$ cat src/rtl/pipeline_hazard_controller.sv
// Stall/flush/forward control for the Decode->Execute->Memory pipeline registers.
// Optional perf counters (stall_cnt, flush_cnt) are built when PERF_COUNTERS_EN is defined.
module pipeline_hazard_controller #(
    parameter int REG_AW       = 4,
    parameter int FLUSH_CYCLES = 2,
    parameter int PERF_W       = 16
) (
    input  logic              clk,
    input  logic              rst_n,
    input  logic [REG_AW-1:0] src1_decode,
    input  logic [REG_AW-1:0] src2_decode,
    input  logic              use_src1,
    input  logic              use_src2,
    input  logic [REG_AW-1:0] reg_dest_execute,
    input  logic              wbs_execute,
    input  logic              mm_execute,
    input  logic [REG_AW-1:0] reg_dest_memory,
    input  logic              wbs_memory,
    input  logic              mem_req,
    input  logic              mem_ack,
    input  logic              branch_taken,
    output logic              stall_fetch,
    output logic              stall_decode,
    output logic              stall_execute,
    output logic              flush_fetch,
    output logic              flush_decode,
    output logic [1:0]        fwdA_sel,
    output logic [1:0]        fwdB_sel,
`ifdef PERF_COUNTERS_EN
    output logic [PERF_W-1:0] stall_cnt,
    output logic [PERF_W-1:0] flush_cnt,
`endif
    output logic [1:0]        state_dbg
);

    localparam int CNT_W = $clog2(FLUSH_CYCLES + 1);

    typedef enum logic [1:0] {
        RUN      = 2'b00,
        MEM_WAIT = 2'b01,
        FLUSH    = 2'b10,
        ILLEGAL  = 2'b11
    } state_e;

    if (FLUSH_CYCLES < 1 || PERF_W < 1) begin : g_bad_params
        $error("pipeline_hazard_controller: FLUSH_CYCLES and PERF_W must be >= 1");
    end

    state_e           state_q, state_d;
    logic [CNT_W-1:0] fcnt_q, fcnt_d;
    logic [1:0]       fwd_a_q, fwd_a_d;
    logic [1:0]       fwd_b_q, fwd_b_d;

    logic       mem_wait_start;
    logic       load_use;
    logic       branch_now;
    logic [1:0] fwd_a_live;
    logic [1:0] fwd_b_live;

    logic       stall_fetch_c;
    logic       stall_decode_c;
    logic       stall_execute_c;
    logic       flush_fetch_c;
    logic       flush_decode_c;
    logic [1:0] fwd_a_c;
    logic [1:0] fwd_b_c;

    // Execute-stage ALU results win over memory-stage results; loads in execute cannot forward.
    function automatic logic [1:0] fwd_select(
        input logic              use_src,
        input logic [REG_AW-1:0] src,
        input logic [REG_AW-1:0] dest_ex,
        input logic              wb_ex,
        input logic              mm_ex,
        input logic [REG_AW-1:0] dest_mem,
        input logic              wb_mem
    );
        logic [1:0] sel;
        sel = 2'b00;
        if (use_src) begin
            if (wb_ex && !mm_ex && (dest_ex == src)) begin
                sel = 2'b01;
            end else if (wb_mem && (dest_mem == src)) begin
                sel = 2'b10;
            end
        end
        return sel;
    endfunction

    always_comb begin
        mem_wait_start = mem_req & ~mem_ack;
        load_use = mm_execute & wbs_execute &
                   ((use_src1 & (src1_decode == reg_dest_execute)) |
                    (use_src2 & (src2_decode == reg_dest_execute)));
        // A pending memory wait defers the branch until the access completes.
        branch_now = branch_taken & ~mem_wait_start;
        fwd_a_live = fwd_select(use_src1, src1_decode, reg_dest_execute, wbs_execute,
                                mm_execute, reg_dest_memory, wbs_memory);
        fwd_b_live = fwd_select(use_src2, src2_decode, reg_dest_execute, wbs_execute,
                                mm_execute, reg_dest_memory, wbs_memory);
    end

    always_ff @(posedge clk or negedge rst_n) begin
        if (!rst_n) begin
            state_q <= RUN;
            fcnt_q  <= '0;
            fwd_a_q <= 2'b00;
            fwd_b_q <= 2'b00;
        end else begin
            state_q <= state_d;
            fcnt_q  <= fcnt_d;
            fwd_a_q <= fwd_a_d;
            fwd_b_q <= fwd_b_d;
        end
    end

    always_comb begin
        state_d = state_q;
        fcnt_d  = fcnt_q;
        fwd_a_d = (state_q == MEM_WAIT) ? fwd_a_q : fwd_a_live;
        fwd_b_d = (state_q == MEM_WAIT) ? fwd_b_q : fwd_b_live;
        case (state_q)
            RUN: begin
                if (mem_wait_start) begin
                    state_d = MEM_WAIT;
                end else if (branch_taken && (FLUSH_CYCLES > 1)) begin
                    // The RUN cycle already counts as the first flush cycle.
                    state_d = FLUSH;
                    fcnt_d  = CNT_W'(FLUSH_CYCLES - 1);
                end
            end
            MEM_WAIT: begin
                if (mem_ack) begin
                    if (branch_taken) begin
                        state_d = FLUSH;
                        fcnt_d  = CNT_W'(FLUSH_CYCLES);
                    end else begin
                        state_d = RUN;
                    end
                end
            end
            FLUSH: begin
                if (fcnt_q <= CNT_W'(1)) begin
                    state_d = RUN;
                    fcnt_d  = '0;
                end else begin
                    fcnt_d = fcnt_q - 1'b1;
                end
            end
            default: begin
                state_d = RUN;
                fcnt_d  = '0;
            end
        endcase
    end

    always_comb begin
        stall_fetch_c   = 1'b0;
        stall_decode_c  = 1'b0;
        stall_execute_c = 1'b0;
        flush_fetch_c   = 1'b0;
        flush_decode_c  = 1'b0;
        fwd_a_c         = fwd_a_live;
        fwd_b_c         = fwd_b_live;
        case (state_q)
            RUN: begin
                if (branch_now) begin
                    flush_fetch_c  = 1'b1;
                    flush_decode_c = 1'b1;
                end else if (load_use) begin
                    stall_fetch_c  = 1'b1;
                    flush_decode_c = 1'b1;
                end
            end
            MEM_WAIT: begin
                stall_fetch_c   = 1'b1;
                stall_decode_c  = 1'b1;
                stall_execute_c = 1'b1;
                fwd_a_c         = fwd_a_q;
                fwd_b_c         = fwd_b_q;
            end
            FLUSH: begin
                flush_fetch_c  = 1'b1;
                flush_decode_c = 1'b1;
            end
            default: begin
                fwd_a_c = fwd_a_live;
                fwd_b_c = fwd_b_live;
            end
        endcase
    end

    // Every output reads as zero for as long as reset is held.
    always_comb begin
        stall_fetch   = rst_n & stall_fetch_c;
        stall_decode  = rst_n & stall_decode_c;
        stall_execute = rst_n & stall_execute_c;
        flush_fetch   = rst_n & flush_fetch_c;
        flush_decode  = rst_n & flush_decode_c;
        fwdA_sel      = rst_n ? fwd_a_c : 2'b00;
        fwdB_sel      = rst_n ? fwd_b_c : 2'b00;
        state_dbg     = rst_n ? state_q : 2'b00;
    end

`ifdef PERF_COUNTERS_EN
    logic [PERF_W-1:0] stall_cnt_q, stall_cnt_d;
    logic [PERF_W-1:0] flush_cnt_q, flush_cnt_d;

    always_comb begin
        stall_cnt_d = stall_cnt_q;
        flush_cnt_d = flush_cnt_q;
        if (stall_fetch && (stall_cnt_q != {PERF_W{1'b1}})) begin
            stall_cnt_d = stall_cnt_q + 1'b1;
        end
        if (flush_fetch && (flush_cnt_q != {PERF_W{1'b1}})) begin
            flush_cnt_d = flush_cnt_q + 1'b1;
        end
    end

    always_ff @(posedge clk or negedge rst_n) begin
        if (!rst_n) begin
            stall_cnt_q <= '0;
            flush_cnt_q <= '0;
        end else begin
            stall_cnt_q <= stall_cnt_d;
            flush_cnt_q <= flush_cnt_d;
        end
    end

    assign stall_cnt = stall_cnt_q;
    assign flush_cnt = flush_cnt_q;
`endif

endmodule

$ cat config.mk
export PLATFORM = sky130hd
export DESIGN_NAME = pipeline_hazard_controller
export DESIGN_NICKNAME = d
export VERILOG_FILES = /design/src/rtl/pipeline_hazard_controller.sv
export SDC_FILE = /design/constraint.sdc
export NUM_CORES = 1
export LEC_CHECK = 0
export ABC_CLOCK_PERIOD_IN_PS = 1300
export CAP_MARGIN = 15
export CORE_MARGIN = 5
export CORE_UTILIZATION = 54
export DETAILED_ROUTE_END_ITERATION = 6
export DONT_BUFFER_PORTS = 1
export PLACE_DENSITY = 0.75
export SKIP_LAST_GASP = 1
export SLEW_MARGIN = 20
export SYNTH_ARGS = -nofsm -noshare
export SYNTH_HDL_FRONTEND = slang
export SYNTH_SLANG_ARGS = --single-unit
$ cat constraint.sdc
create_clock -name clk -period 1.3 [get_ports clk]
set_input_delay 0.065 -clock clk [delete_from_list [all_inputs] [get_ports clk]]
set_output_delay 0.065 -clock clk [all_outputs]
set_load 0.05 [all_outputs]
==> metrics.cfg <==
[run_status]
status = finished, violations left
violations = negative setup slack

[logic_synthesis]
synth_edf_count = 0
ys_top_cells_by_area = dfrtp_1 (27%), xor2_1 (19%), and2_1 (6.0%)
synth_warnings = 0
synth_top_family_by_area = simple AND/OR/NAND/NOR gates
ys_seq_area_share_pct = 27.3
synth_xor_xnor_area_share_pct = 19.1
syn_area_per_cell_um2 = 8.73
synth_compound_area_share_pct = 18.1
yosys-top-cells-count = xor2_1 (16), dfrtp_1 (8), and2_1 (7), nand3_1 (7)
synth_fp_nets = 110
synthDominantCellAreaShare_pct = 27.3
synthFlopType = dfrtp_1
synth-simple-area-share_pct = 29.9
syn-instance-count = 84
async_reset_ff_share_pct = 100
yosys.cell_types.count = 30
synth.largest_area_cell = dfrtp_1
synthMostInstantiatedCell = xor2_1
muxShareOfSynthArea_pct = 1.54
synth_seq_cells = 8
synth_area_um2 = 733
synthAdderAreaFrac_pct = 0

[routing]
route.detailed.drc = 0
drt_first_pass_iters = 5
routed_wl_um = 3340
drtIter0Drc = 82
wl_per_cell_um = 27.3
vias = 895
vias_per_cell = 7.34
ant_nets = 0

[finish]
n_antenna_cell = 0
nets = 135
drive_gt1_share_pct = 43.9
seq_area_um2 = 200
instances_no_fill = 122
multi_input_area_um2 = 644
areaGrowthSynthToFinish_pct = 61.9
nFillCells = 45

[clocking]
cts_sinks = 8
clk_latency_ps = 260
h-tree-depth = 1
clk_pin_slew_worst_paths_ps = 60
numCtsBuffers = 3
cts_tree = yes
cts_root_buf = clkbuf_4
clock_path_buffers = 2

[pwr]
p_per_area_mw_per_mm2 = 889
power_w = 0.00106
power.leakage_nw = 0.514
irDropWorstVdd_v = 0.000703

[setup_path]
critical_path.top_delay_family = simple AND/OR/NAND/NOR gates
path_class = reg -> out
crit_fanout = 4
worstSetupStartpointType = flop
crit_chain = nand2b_4 > and2_4 > nand4_1 > o21ai_4 > buf_12
crit_slowest_cell = dfrtp_1
max_stage_delay_ps = 420
path_buf_inv = 1
required_ps = 1240
cp.arrival_ps = 1510
cp-end-kind = output port

[sta]
rsz0062_at_grt = yes
finalHoldViolCount = 0
fin_skew_ps = 0.918
finalSetupViolCount = 13
min_period_ps = 1570
timing.fmax_mhz = 635
fin_crit_sh_pct = 121
fin_ws_ps = -274
finalMaxSlewViolations = 0
max_slew_margin_pct = 61.7
tightest_slew_ps = 569

[grt]
grt_pass1_wl_um = 4180
antenna_found_initial = 0
grt_start_max_net_pins = 13
first_global_vias = 887
grt_usage_pct = 28.4
overflow = 0

[place]
dp_cells = 110
port_buffers = 0
hpwl_um = 1610
gp_congestion = 0.810

[die]
row_count = 13
dieArea_mm2 = 0.00219
core_mm2 = 0.00128
ioPinCount = 37
initial_utilization_pct = 57.1
die_h_um = 46.9
die_w_um = 46.9

[run]
maxCapViolations = 0

[hold_path]
hold_path.class = in -> reg

## through the flow
stage	util (%)	cell area, um2	TNS [ps]	setup WS, ps	hold WS (ps)
global placement	76.1	978	-29.2	-29.2	-230
detailed placement	76.1	978	-89.2	-67.7	-230
finish	92.4	1190	-2650	-274	61.0
global route	92.4	1190	-2750	-298	88.4
floorplan	-	801	-168	-86.3	-231
CTS	89.2	1150	-1730	-223	13.2
## cell type report
cell class,count,share of cell area (%)
multi-input cells,69,54.3
repair buffers,24,24.1
flip-flops and latches,8,16.9
clock buffers,3,1.90
well taps,15,1.58
inverters,3,1.26
## where the power goes
part           switching, W  leakage (nW)  internal (W)
Sequential        0.0000370         0.106      0.000281
Clock             0.0000925        0.0138      0.000106
Combinational      0.000294         0.394      0.000245
## kinds of logic after synthesis
kind of cell / Yosys count
simple gates: 34
compound gates: 18
xor+xnor: 16
flops: 8
buf+inv: 7
mux: 1
## metal layers
layer,vias up,track usage [%],share of wire (%)
met5,-,0,0
met4,0,17.7,5.0
met3,24,7.28,15
met2,114,50.1,49
met1,416,29.8,31
li1,341,-,-
## cells in the final DEF (no fill, tap or decap), types with 2 or more instances in the layout
cell | netlist | layout
a21oi_1 | 2 | 2
and2_1 | 7 | 4
and2_4 | 0 | 3
buf_12 | 0 | 6
buf_4 | 1 | 9
buf_6 | 0 | 3
clkbuf_4 | 0 | 3
dfrtp_1 | 8 | 8
dlygate4sd3_1 | 0 | 5
inv_1 | 3 | 2
nand2_1 | 6 | 4
nand2_4 | 0 | 2
nand3_1 | 7 | 4
nand3_2 | 0 | 3
nand4_1 | 2 | 2
nor2b_4 | 0 | 2
nor4_1 | 2 | 2
nor4_4 | 2 | 2
o21ai_1 | 6 | 3
o21ai_4 | 0 | 3
xor2_1 | 16 | 16
## state kept, by name, summed over array words and instances, names as in the netlist
signal / flops
fwd_a_q: 2
fwd_b_q: 2
fcnt_q: 2
state_q: 2
## timing repair
item	in CTS	in global routing
gates resized for setup	19	7
hold endpoints to repair	13	0
endpoints found under the setup margin	9	14
gates cloned	0	0
hold buffers	5	0
buffers inserted	2	2
pin swaps	10	3
## worst min-delay path, cell delays in order
cell     delay (ps)
nor3b_1          30
a21oi_1         120
o21ai_1          70
## final timing paths
path | from | endpoint | slack (ps) | depth (start not counted)
worst max register to register | state_q[0]$_DFFE_PN0P_ | fcnt_q[0]$_DFFE_PN0P_ | -210 | 5
max in group asynchronous | rst_n | fwd_b_q[1]$_DFF_PN0_ | 840 | 1
worst min-delay path | mem_req | state_q[1]$_DFFE_PN0P_ | 60 | 3
worst max-delay path | state_q[1]$_DFFE_PN0P_ | fwdB_sel[1] | -270 | 5
worst min register to register | fwd_a_q[1]$_DFF_PN0_ | fwd_a_q[1]$_DFF_PN0_ | 530 | 2
min in group asynchronous | rst_n | fwd_a_q[0]$_DFF_PN0_ | 170 | 1
Note: power is estimated with default switching activity, not from simulation.
